## src/rtl/pacman_move_ctrl_if.sv

```systemverilog
`default_nettype none
// +---------------------------------------------------------------------------+
// | Module      : pacman_move_ctrl_if                                         |
// | Description : Control/status bundle for the Pac-Man movement controller.  |
// |               master drives the player controls and observes the sprite;  |
// |               slave is the movement controller itself.                    |
// | Revision    : 1.0  initial release                                        |
// +---------------------------------------------------------------------------+
interface pacman_move_ctrl_if;
  logic       frame_tick;
  logic       m_up;
  logic       m_down;
  logic       m_left;
  logic       m_right;
  logic       e_start;
  logic       m_hold;
  logic [9:0] xPacLoc;
  logic [8:0] yPacLoc;
  logic [1:0] dir;
  logic       moving;

  modport master (
    output frame_tick, m_up, m_down, m_left, m_right, e_start, m_hold,
    input  xPacLoc, yPacLoc, dir, moving
  );

  modport slave (
    input  frame_tick, m_up, m_down, m_left, m_right, e_start, m_hold,
    output xPacLoc, yPacLoc, dir, moving
  );
endinterface
`default_nettype wire

```

## src/rtl/pacman_move_ctrl.sv

```systemverilog
`default_nettype none
// +---------------------------------------------------------------------------+
// | Module      : pacman_move_ctrl                                            |
// | Description : Moves a 3x3 Pac-Man sprite one STEP every TICKS_PER_STEP    |
// |               frame ticks in the current heading, with IDLE/RUN/HOLD      |
// |               control, start/restart and wall clamping.                   |
// | Option      : define PACMAN_WRAP_EN to make the left/right edges a tunnel |
// |               (horizontal wrap) instead of walls.                         |
// | Revision    : 1.0  initial release                                        |
// +---------------------------------------------------------------------------+
module pacman_move_ctrl #(
  parameter int X_START        = 320,
  parameter int Y_START        = 240,
  parameter int X_MIN          = 1,
  parameter int X_MAX          = 638,
  parameter int Y_MIN          = 1,
  parameter int Y_MAX          = 478,
  parameter int STEP           = 1,
  parameter int TICKS_PER_STEP = 2
) (
  input  wire logic         clk,
  input  wire logic         reset,
  pacman_move_ctrl_if.slave bus
);

  typedef enum logic [1:0] {
    ST_IDLE = 2'd0,
    ST_RUN  = 2'd1,
    ST_HOLD = 2'd2
  } state_t;

  localparam logic [1:0]  c_DIR_UP    = 2'd0;
  localparam logic [1:0]  c_DIR_DOWN  = 2'd1;
  localparam logic [1:0]  c_DIR_LEFT  = 2'd2;
  localparam logic [1:0]  c_DIR_RIGHT = 2'd3;

  localparam logic [9:0]  c_X_START   = 10'(X_START);
  localparam logic [8:0]  c_Y_START   = 9'(Y_START);
  localparam logic [9:0]  c_X_LO      = 10'(X_MIN);
  localparam logic [9:0]  c_X_HI      = 10'(X_MAX);
  localparam logic [8:0]  c_Y_LO      = 9'(Y_MIN);
  localparam logic [8:0]  c_Y_HI      = 9'(Y_MAX);
  // Step arithmetic is one bit wider than the coordinate so that neither
  // x-STEP nor x+STEP can wrap before the range comparison.
  localparam logic [10:0] c_STEP_X    = 11'(STEP);
  localparam logic [9:0]  c_STEP_Y    = 10'(STEP);
  localparam logic [7:0]  c_TICK_LAST = 8'(TICKS_PER_STEP - 1);

  state_t      r_state, w_state_nxt;
  logic [9:0]  r_x,     w_x_nxt;
  logic [8:0]  r_y,     w_y_nxt;
  logic [1:0]  r_dir,   w_dir_nxt;
  logic [7:0]  r_cnt,   w_cnt_nxt;

  logic [10:0] w_x_inc, w_x_dec;
  logic [9:0]  w_y_inc, w_y_dec;
  logic [9:0]  w_x_step;
  logic [8:0]  w_y_step;
  logic        w_blocked;

  // Candidate position one step ahead in the current heading, clamped (or
  // wrapped horizontally when the tunnel option is built in).
  always_comb begin
    w_x_inc  = {1'b0, r_x} + c_STEP_X;
    w_x_dec  = {1'b0, r_x} - c_STEP_X;
    w_y_inc  = {1'b0, r_y} + c_STEP_Y;
    w_y_dec  = {1'b0, r_y} - c_STEP_Y;
    w_x_step = r_x;
    w_y_step = r_y;
    case (r_dir)
      c_DIR_UP:   w_y_step = (w_y_dec < {1'b0, c_Y_LO}) ? c_Y_LO : w_y_dec[8:0];
      c_DIR_DOWN: w_y_step = (w_y_inc > {1'b0, c_Y_HI}) ? c_Y_HI : w_y_inc[8:0];
`ifdef PACMAN_WRAP_EN
      c_DIR_LEFT: w_x_step = (w_x_dec < {1'b0, c_X_LO}) ? c_X_HI : w_x_dec[9:0];
      default:    w_x_step = (w_x_inc > {1'b0, c_X_HI}) ? c_X_LO : w_x_inc[9:0];
`else
      c_DIR_LEFT: w_x_step = (w_x_dec < {1'b0, c_X_LO}) ? c_X_LO : w_x_dec[9:0];
      default:    w_x_step = (w_x_inc > {1'b0, c_X_HI}) ? c_X_HI : w_x_inc[9:0];
`endif
    endcase
    // A clamped step that lands where we already are means a wall ahead.
    w_blocked = (w_x_step == r_x) && (w_y_step == r_y);
  end

  // Next-state, heading, tick counter and position update.
  always_comb begin
    w_state_nxt = r_state;
    w_x_nxt     = r_x;
    w_y_nxt     = r_y;
    w_dir_nxt   = r_dir;
    w_cnt_nxt   = r_cnt;
    case (r_state)
      ST_IDLE: begin
        w_x_nxt   = c_X_START;
        w_y_nxt   = c_Y_START;
        w_dir_nxt = c_DIR_RIGHT;
        w_cnt_nxt = 8'd0;
        if (bus.e_start) w_state_nxt = ST_RUN;
      end
      ST_RUN: begin
        if (bus.e_start) begin
          w_x_nxt     = c_X_START;
          w_y_nxt     = c_Y_START;
          w_dir_nxt   = c_DIR_RIGHT;
          w_cnt_nxt   = 8'd0;
          w_state_nxt = ST_RUN;
        end else begin
          // The step uses the heading held before this edge; a heading
          // requested in the same cycle applies to the following step.
          if (bus.frame_tick) begin
            if (r_cnt == c_TICK_LAST) begin
              w_cnt_nxt = 8'd0;
              w_x_nxt   = w_x_step;
              w_y_nxt   = w_y_step;
            end else begin
              w_cnt_nxt = r_cnt + 8'd1;
            end
          end
          if (bus.m_up)         w_dir_nxt = c_DIR_UP;
          else if (bus.m_down)  w_dir_nxt = c_DIR_DOWN;
          else if (bus.m_left)  w_dir_nxt = c_DIR_LEFT;
          else if (bus.m_right) w_dir_nxt = c_DIR_RIGHT;
          if (bus.m_hold) w_state_nxt = ST_HOLD;
        end
      end
      ST_HOLD: begin
        if (bus.e_start) begin
          w_x_nxt     = c_X_START;
          w_y_nxt     = c_Y_START;
          w_dir_nxt   = c_DIR_RIGHT;
          w_cnt_nxt   = 8'd0;
          w_state_nxt = ST_RUN;
        end else if (!bus.m_hold) begin
          w_state_nxt = ST_RUN;
        end
      end
      default: w_state_nxt = ST_IDLE;
    endcase
  end

  // State and datapath registers; reset parks the sprite at the start point.
  always_ff @(posedge clk or posedge reset) begin
    if (reset) begin
      r_state <= ST_IDLE;
      r_x     <= c_X_START;
      r_y     <= c_Y_START;
      r_dir   <= c_DIR_RIGHT;
      r_cnt   <= 8'd0;
    end else begin
      r_state <= w_state_nxt;
      r_x     <= w_x_nxt;
      r_y     <= w_y_nxt;
      r_dir   <= w_dir_nxt;
      r_cnt   <= w_cnt_nxt;
    end
  end

  assign bus.xPacLoc = r_x;
  assign bus.yPacLoc = r_y;
  assign bus.dir     = r_dir;
  assign bus.moving  = (r_state == ST_RUN) && !w_blocked;

endmodule
`default_nettype wire

```

## src/flat_wrapper.sv

```systemverilog
// flat-port wrapper written by rule: the top's interface ports become plain ports
module pacman_move_ctrl_flat 
#(
  parameter int X_START        = 320,
  parameter int Y_START        = 240,
  parameter int X_MIN          = 1,
  parameter int X_MAX          = 638,
  parameter int Y_MIN          = 1,
  parameter int Y_MAX          = 478,
  parameter int STEP           = 1,
  parameter int TICKS_PER_STEP = 2
)
  (clk, reset, bus_frame_tick, bus_m_up, bus_m_down, bus_m_left, bus_m_right, bus_e_start, bus_m_hold, bus_xPacLoc, bus_yPacLoc, bus_dir, bus_moving);
  pacman_move_ctrl_if bus_i ();
  input  wire logic clk;
  input  wire logic reset;
  input wire logic [$bits(bus_i.frame_tick)-1:0] bus_frame_tick;
  input wire logic [$bits(bus_i.m_up)-1:0] bus_m_up;
  input wire logic [$bits(bus_i.m_down)-1:0] bus_m_down;
  input wire logic [$bits(bus_i.m_left)-1:0] bus_m_left;
  input wire logic [$bits(bus_i.m_right)-1:0] bus_m_right;
  input wire logic [$bits(bus_i.e_start)-1:0] bus_e_start;
  input wire logic [$bits(bus_i.m_hold)-1:0] bus_m_hold;
  output wire logic [$bits(bus_i.xPacLoc)-1:0] bus_xPacLoc;
  output wire logic [$bits(bus_i.yPacLoc)-1:0] bus_yPacLoc;
  output wire logic [$bits(bus_i.dir)-1:0] bus_dir;
  output wire logic [$bits(bus_i.moving)-1:0] bus_moving;
  assign bus_i.frame_tick = bus_frame_tick;
  assign bus_i.m_up = bus_m_up;
  assign bus_i.m_down = bus_m_down;
  assign bus_i.m_left = bus_m_left;
  assign bus_i.m_right = bus_m_right;
  assign bus_i.e_start = bus_e_start;
  assign bus_i.m_hold = bus_m_hold;
  assign bus_xPacLoc = bus_i.xPacLoc;
  assign bus_yPacLoc = bus_i.yPacLoc;
  assign bus_dir = bus_i.dir;
  assign bus_moving = bus_i.moving;
  pacman_move_ctrl #(.X_START(X_START), .Y_START(Y_START), .X_MIN(X_MIN), .X_MAX(X_MAX), .Y_MIN(Y_MIN), .Y_MAX(Y_MAX), .STEP(STEP), .TICKS_PER_STEP(TICKS_PER_STEP)) u_core (.clk(clk), .reset(reset), .bus(bus_i));
endmodule
```

## config.mk

```make
export PLATFORM = sky130hd
export DESIGN_NAME = pacman_move_ctrl_flat
export DESIGN_NICKNAME = d
export VERILOG_FILES = /design/src/rtl/pacman_move_ctrl_if.sv /design/src/rtl/pacman_move_ctrl.sv /design/src/flat_wrapper.sv
export SDC_FILE = /design/constraint.sdc
export NUM_CORES = 1
export LEC_CHECK = 0
export BUFFER_PORTS_ARGS = -buffer_cell sky130_fd_sc_hd__buf_2
export CORE_ASPECT_RATIO = 0.8
export CORE_MARGIN = 5
export CORE_UTILIZATION = 40
export CTS_CLUSTER_DIAMETER = 30
export DETAILED_ROUTE_END_ITERATION = 7
export PLACE_DENSITY = 0.68
export SETUP_SLACK_MARGIN = 0.05
export SLEW_MARGIN = 20
export SYNTH_ARGS = -nofsm -noshare
export SYNTH_HDL_FRONTEND = slang
export SYNTH_SLANG_ARGS = --single-unit
```

## constraint.sdc

```tcl
create_clock -name clk -period 6.4 [get_ports clk]
set_input_delay 0.32 -clock clk [delete_from_list [all_inputs] [get_ports clk]]
set_output_delay 0.32 -clock clk [all_outputs]
set_load 0.02 [all_outputs]
```

==> results.md, run 1 <==
* Slew margin rel. at between 40% and 50%
* Final period utilization at around two thirds
* Footprint of the multi-input gates at ~2400 um^2
* CP most frequent cell: inv_1
* Cts hold-fix bufs at 0
* Residual DRC at 0
* Worst Path Required at just over 6 ns
* Crit-path max FO at 16
* Hold Path Class: input port to async pin
* Buf+Inv Stages, Crit Path at 3
* Worst reg2reg startpoint: u_core.r_cnt[1]$_DFFE_PP0P_
* Post-synthesis compound-gate area fraction at a little under a third
* Cell Area, Placed at ~3600 um^2
* Worst-Margin Slew at 0.8650 ns
* Critical path, cell by cell: inv_1 -> ha_1 -> inv_1 -> o41ai_2 -> o31ai_1 -> or3_1 -> mux2i_1 -> a2111oi_0 -> nand4_1 -> nor4b_2 -> a311oi_1 -> buf_2
* Dpl hpwl at 7393 um
* DR vias at 3787
* Simple-Gate Fraction of Synth Area at around 28%
* Gate Count Post-Synth at approximately 470
* Leakage at between 1 and 1.5 nW
* Mapped Nets at 492
* PortBufs at 30
* CP Launch Type: register
* Io pins at 31
* Post-layout minimum cycle time at 4.285 ns
* Worst path slowest cell: dfrtp_1
* Vias in the first global route at ~3400
* Register area at approximately 790 um^2
* Power density cells at 243.8 nW/um^2
* Post-synthesis mux area share at around 2.5%
* Max-slew violations at 0
* CP endpoint kind: primary output
* Synth Cell Area at ~3500 um^2
* Final nets at 484
* Hold WS at between 0.09 and 0.1 ns
* WL/cell at 18.66 um
* Post-synthesis xor/xnor area fraction at around 3.3%
* Maximum vdd drop at 0.1264 mV
* Post-CTS Resized at 0
* Seq cells post-synth at 31
* # diodes at 0
* Core outline area at 8521 um^2
* Setup_tns at 0 ns
* Setup Skew at approximately 0.0088 ns
* Initial core utilization at 41.01%
* H-tree levels at 2
* Syn_area_per_cell at 7.373 um^2
* Largest net degree at the start of global routing at between 40 and 50
* Bufs on Longest Clock Path at 2
* Root Buffer: clkbuf_8
* Total GRT Usage at about a fifth
* DIE WIDTH at 114.5 um
* Initial DRC Count at between 500 and 600
* Fmax at 233.3 MHz
* Post-Synth Adder-Cell Area at under 10%
* CTS tree: yes
* Postcts setup bufs at 0
* Die ar. at between 10000 and 15000 um^2
* Clock transition at the registers of the reported paths at about 0.070 ns
* Routed WL at around 11000 um
* Row cnt at 30
* Library cells used by synthesis at 84
* Area Growth Syn to Fin at 6.051%
* Final Hold Fails at 0
* Final core occ at approximately 43%
* Non-Filler Cell Area, Final at roughly 3700 um^2
* Status: finished clean
* Layout fillers at 857
* Crit. Startpoint: u_core.bus.yPacLoc[1]$_DFFE_PP0P_
* Initial antenna violation count at 0
* YS warnings at 0
* Drt first pass iters at 5
* Number of routed nets with antenna violations at 0
* Clock latency on the worst-skew pair at 0.29 ns
* Max-Cap Viols at 0
* Post-synth top flop: dfrtp_1
* Crit Path Class: register to primary output
* Share of layout cells above drive strength 1 at about 14%
* Final WS setup at roughly 2.1 ns
* CP top delay family: simple AND/OR/NAND/NOR gates
* Main combinational cell family by area after synthesis: compound AO/OA/AOI/OAI gates
* Clock sinks at 31
* CTS Buf Count at 5
* First-pass GRT wire length at between 15000 and 20000 um
* CP arrival at between 3 and 4 ns
* Ys async rst share at between 90% and 100%
* Slowest stage delay, CP at about 0.64 ns
* Gpl congestion at 0.9481
* Drt via density at between 6 and 7
* Die height at about 94 um
* Register area share after synthesis at 22.48%
* Setup violations, final at 0
* RSZ-0062 raised after global routing: no
* Grt ovf at 0
* Number of synthesized flops with an enable pin at 0
* DP Worst Slack at between 2 and 2.5 ns
-- final cells by class --
class	instances	area share (%)
clock buffers	6	1.958
multi-input cells	378	65.16
clock inverters	2	1.621
inverters	18	1.823
repair buffers	32	4.456
flip-flops and latches	31	21.20
well taps	112	3.781
-- flip-flops by register name (all words and copies together) (netlist names) --
| name | count |
|---|---|
| u_core.r_cnt | 8 |
| u_core.bus.dir | 2 |
| u_core.bus.xPacLoc | 10 |
| u_core.r_state | 2 |
| u_core.bus.yPacLoc | 9 |
-- worst register-to-register path: stages, from the launching register on --
cell and delay (ns):
dfrtp_1 0.39, inv_1 0.08, ha_1 0.13, or4b_1 0.44, o41ai_2 0.56, and2_0 0.79
nand2_1 0.52, a21oi_1 0.28, o21ai_0 0.11, o21ai_0 0.15, o21ai_0 0.10
-- power breakdown --
part / leakage, nW / switching [mW] / internal [mW]
Combinational: 0.994 / 0.220 / 0.136
Clock: 0.0654 / 0.0789 / 0.156
Sequential: 0.396 / 0.0951 / 0.218
-- routing by layer --
layer  vias to the layer above  share of wire [%]  wire (um)  global-route usage [%]
met2                       239                 45       4912                   31.59
li1                       1751                  -          -                       -
met4                         0                1.3        137                   4.352
met1                      1777                 43       4699                   27.04
met3                        20                9.8       1055                   4.657
met5                         -                  0          0                       0
-- synthesized netlist by cell type, drive strengths merged, types with 4 or more instances --
library cell | count | area share (%)
nor2 | 52 | 5.8
o21ai | 44 | 6.3
nand2 | 33 | 3.5
a21oi | 29 | 4.2
clkbuf | 26 | 2.8
dfrtp | 23 | 16
nand3 | 22 | 3.2
buf | 21 | 3.7
inv | 17 | 1.8
nor3 | 14 | 2.0
o31ai | 10 | 2.1
a31oi | 9 | 1.6
and3 | 9 | 1.8
ha | 9 | 3.2
dfstp | 8 | 6.0
nand4 | 8 | 2.2
nand2b | 7 | 1.3
nor2b | 7 | 1.3
nor4 | 7 | 1.4
xnor2 | 7 | 1.8
o22a | 6 | 1.5
xor2 | 6 | 1.5
and2 | 5 | 0.90
mux2i | 5 | 1.4
o41ai | 5 | 1.7
a211oi | 4 | 0.86
o221ai | 4 | 1.0
o22ai | 4 | 0.72
or2 | 4 | 0.72
or3 | 4 | 0.72
-- layout by cell type (no fill, tap or decap), types with 5 or more instances in the layout --
cell type   n
o21ai_0    43
buf_2      30
nand4_1     5
nor3_1     14
nor4_1      6
mux2i_1     5
nor2_1     51
dfstp_2     8
o22a_1      6
nand2b_1    7
inv_1      16
and3_1      8
clkbuf_8    5
a21oi_1    29
nor2b_1     7
nand3_1    22
nand2_1    33
o31ai_1    10
a31oi_1     9
dfrtp_1    23
xor2_1      6
xnor2_1     7
ha_1        9
-- per-stage QoR --
step,instances,power (mW)
after floorplan,474,0.5761
after global placement,571,0.6585
after detailed placement,571,0.6623
after CTS,579,0.8970
after global routing,579,0.9616
final,579,0.9037
-- worst paths after layout --
kind	end	slack, ns	cells past startpoint
max in group asynchronous	u_core.bus.xPacLoc[6]$_DFFE_PP1P_	5.95	3
min reg2reg	u_core.r_cnt[6]$_DFFE_PP0P_	0.51	1
min in group clk	u_core.r_state[1]$_DFFE_PP0P_	0.29	2
max	bus_moving	2.11	12
max reg2reg	u_core.bus.yPacLoc[5]$_DFFE_PP1P_	2.77	10
min	u_core.r_cnt[0]$_DFFE_PP0P_	0.1	3
-- kinds of logic after synthesis --
| kind of cell | count (synthesis) |
|---|---|
| buffers and inverters | 65 |
| xor gates and xnor gates | 13 |
| adders and majority gates | 9 |
| AOI/OAI and AO/OA | 162 |
| DFF | 31 |
| muxes | 8 |
| and+or+nand+nor | 186 |
Note: power is estimated with default switching activity, not from simulation.
==> inputs of run 2 (changes only) <==
Settings changed: PLACE_DENSITY 0.68 to 0.7.
Clock period 6.4 ns to 3.5 ns, I/O delays scaled along.
==> run 2 against run 1 <==
Compared with the run above:
- hold slack better by 0.060 ns
- worst setup slack worse by 2.1 ns
- non-clock buffer count is 54 higher
- total power is 100% higher
- die area stayed put
- final area is 15% higher
- critical path depth stayed put
- via count is 7.3% higher
- utilization is 6.4 points higher
- critical path type unchanged
- clock power is 59% higher
- clock skew is 0.0031 ns higher
==> results.md, run 2 (same netlist as run 1, synthesis figures left out) <==
* Reg-to-Reg End: u_core.bus.xPacLoc[2]$_DFFE_PP0P_ (was u_core.bus.yPacLoc[5]$_DFFE_PP1P_)
* Crit Path Class: register to primary output (unchanged)
* Slew margin rel. at 51.71% (was 41.89%)
* First-pass GRT wire length at 18850 um (was 17340 um)
* Setup violations, final at 0 (unchanged)
* Setup Skew at 0.01186 ns (was 0.008751 ns)
* Drt first pass iters at 5 (unchanged)
* DR vias at 4063 (was 3787)
* Final period utilization at 98.18%
* Clock latency on the worst-skew pair at 0.30 ns (was 0.29 ns)
* Initial DRC Count at 478 (was 513)
* Worst reg2reg startpoint: u_core.r_cnt[1]$_DFFE_PP0P_ (unchanged)
* Final core occ at 49.90% (was 43.49%)
* Largest net degree at the start of global routing at 27 (was 46)
* Crit. Startpoint: u_core.bus.yPacLoc[0]$_DFFE_PP0P_ (was u_core.bus.yPacLoc[1]$_DFFE_PP0P_)
* Footprint of the multi-input gates at 2560 um^2 (was 2415 um^2)
* R2r setup slk at 0.70 ns (was 2.77 ns)
* Grt ovf at 0 (unchanged)
* Total GRT Usage at 21.86% (was 19.78%)
* Register area at 788.3 um^2 (was 785.8 um^2)
* Commonest non-fill, non-tap cells in the layout: buf_4, nor2_1, o21ai_0 (was nor2_1, o21ai_0, nand2_1)
* Leakage at 1.740 nW (was 1.455 nW)
* Core outline area at 8521 um^2 (unchanged)
* Worst Setup EP: bus_moving (unchanged)
* Gpl congestion at 0.9698 (was 0.9481)
* RSZ-0062 raised after global routing: yes (was no)
* Crit-path max FO at 5 (was 16)
* Max reg flops at 10 (unchanged)
* Number of routed nets with antenna violations at 0 (unchanged)
* Combinational fraction of design power at 52.4% (was 39.4%)
* CP Launch Type: register (unchanged)
* DIE WIDTH at 114.5 um (unchanged)
* H-tree levels at 2 (unchanged)
* Slowest stage delay, CP at 0.43 ns (was 0.64 ns)
* Power density cells at 427.5 nW/um^2 (was 243.8 nW/um^2)
* Bufs on Longest Clock Path at 2 (unchanged)
* Drt via density at 6.419 (was 6.541)
* Residual DRC at 0 (unchanged)
* Row cnt at 30 (unchanged)
* Commonest non-fill, non-tap cell in the layout: buf_4 (was nor2_1)
* Final Hold Fails at 0 (unchanged)
* Hold Path Class: input port to register (was input port to async pin)
* Setup_tns at 0 ns (unchanged)
* Io pins at 31 (unchanged)
* Clock sinks at 31 (unchanged)
* # diodes at 0 (unchanged)
* Max-slew violations at 0 (unchanged)
* Die height at 93.60 um (unchanged)
* Share of layout cells above drive strength 1 at 28.02% (was 14.35%)
* Area Growth Syn to Fin at 21.66% (was 6.051%)
* CP most frequent cell: inv_2 (was inv_1)
* Worst Path Required at 3.32 ns (was 6.08 ns)
* Root Buffer: clkbuf_8 (unchanged)
* Clock transition at the registers of the reported paths at 0.07 ns (about the same)
* Worst-Margin Slew at 0.7061 ns (was 0.8650 ns)
* Sequential share of power at 27.0% (was 34.6%)
* CP arrival at 3.26 ns (was 3.97 ns)
* Max-Cap Viols at 0 (unchanged)
* Maximum vdd drop at 0.2258 mV (was 0.1264 mV)
* Routed WL at 12120 um (was 10800 um)
* Post-layout minimum cycle time at 3.436 ns
* Worst path slowest cell: dfrtp_1 (unchanged)
* Worst reg-to-reg path cell count at 11 (was 10)
* Switching Share at 44.68% (was 43.62%)
* PortBufs at 30 (unchanged)
* Critical path, cell by cell: inv_2 -> ha_4 -> inv_2 -> o41ai_4 -> o31ai_2 -> or3_4 -> and3_4 -> nor4_4 -> nand4_1 -> nor4b_4 -> a311oi_2 -> buf_4 (was inv_1 -> ha_1 -> inv_1 -> o41ai_2 -> o31ai_1 -> or3_1 -> mux2i_1 -> a2111oi_0 -> nand4_1 -> nor4b_2 -> a311oi_1 -> buf_2)
* Clock network power share at 20.6% (was 26.0%)
* Vias in the first global route at 3609 (was 3388)
* Initial antenna violation count at 0 (unchanged)
* Initial core utilization at 41.01% (unchanged)
* WL/cell at 19.15 um (was 18.66 um)
* CTS Buf Count at 5 (unchanged)
* Dpl hpwl at 8481 um (was 7393 um)
* Layout fillers at 808 (was 857)
* CTS tree: yes (unchanged)
* CP endpoint kind: primary output (unchanged)
* Fmax at between 200 and 300 MHz
* Switch Pwr at 0.8122 mW (was 0.3942 mW)
* Status: finished clean (unchanged)
* Internal power at 1.005 mW (was 0.5094 mW)
* Die ar. at 10720 um^2 (unchanged)
* Final nets at 538 (was 484)
run 2: what timing repair did:
action | 4_1_cts | 5_1_grt
hold buffers | 0 | 1
setup endpoints to repair | 1 | 1
buffers inserted | 4 | 7
gates resized for setup | 7 | 26
cloned | 0 | 0
pin swaps | 5 | 6
hold endpoints to repair | 0 | 14
run 2: power by group through the flow:
stage	registers, mW	clock network (mW)	logic, mW
global route	0.496	0.398	1.02
global placement	0.490	0	0.829
CTS	0.485	0.377	0.852
floorplan	0.475	0	0.583
finish	0.492	0.374	0.952
detailed placement	0.491	0	0.835
run 2: worst max-delay path: cells and delay by family, from the launching register on:
kind	cells	cell delay (ns)
adder cells (fa/ha/maj)	1	0.28
buffers and inverters	3	0.33
AO/OA/AOI/OAI	3	0.58
flip-flops	1	0.43
AND/OR/NAND/NOR	5	1.33
run 2: worst min path at each step:
| stage | from | to | slack, ns | cells past startpoint |
|---|---|---|---|---|
| 3_3_place_gp | bus_m_hold | u_core.r_state[1]$_DFFE_PP0P_ | 0.43 | 2 |
| 3_5_place_dp | bus_m_hold | u_core.r_state[1]$_DFFE_PP0P_ | 0.45 | 2 |
| 6_report | bus_m_hold | u_core.r_state[1]$_DFFE_PP0P_ | 0.16 | 2 |
| 5_1_grt | bus_e_start | u_core.r_state[0]$_DFFE_PP0P_ | 0.18 | 3 |
| 2_1_floorplan | reset | u_core.bus.xPacLoc[0]$_DFFE_PP0P_ | 0.27 | 1 |
| 4_1_cts | bus_m_hold | u_core.r_state[1]$_DFFE_PP0P_ | 0.16 | 2 |
run 2: final cells by class:
cell class,instances,area share (%)
multi-input cells,378,60.21
inverters,18,1.589
clock inverters,3,1.030
well taps,112,3.296
repair buffers,86,13.71
flip-flops and latches,31,18.54
clock buffers,5,1.619
run 2: metal layers:
layer  GRT usage, %  vias to the layer above  part of all wire, %
met1          31.73                     1915                   43
met3          4.528                       19                   11
met2          33.67                      268                   45
met5              0                        -                    0
met4          3.660                        0                  1.2
li1               -                     1861                    -
run 2: metrics by stage:
step	total power, mW	setup WS, ns	cells	area (um^2)	hold WS (ns)
finish	1.818	0.06355	633	4252	0.1587
global route	1.911	-0.03353	633	4252	0.1752
CTS	1.714	0.05156	627	4073	0.1559
detailed placement	1.327	0.07062	615	3910	0.4544
global placement	1.319	0.1541	615	3910	0.4257
floorplan	1.058	0.1057	474	3501	0.2726
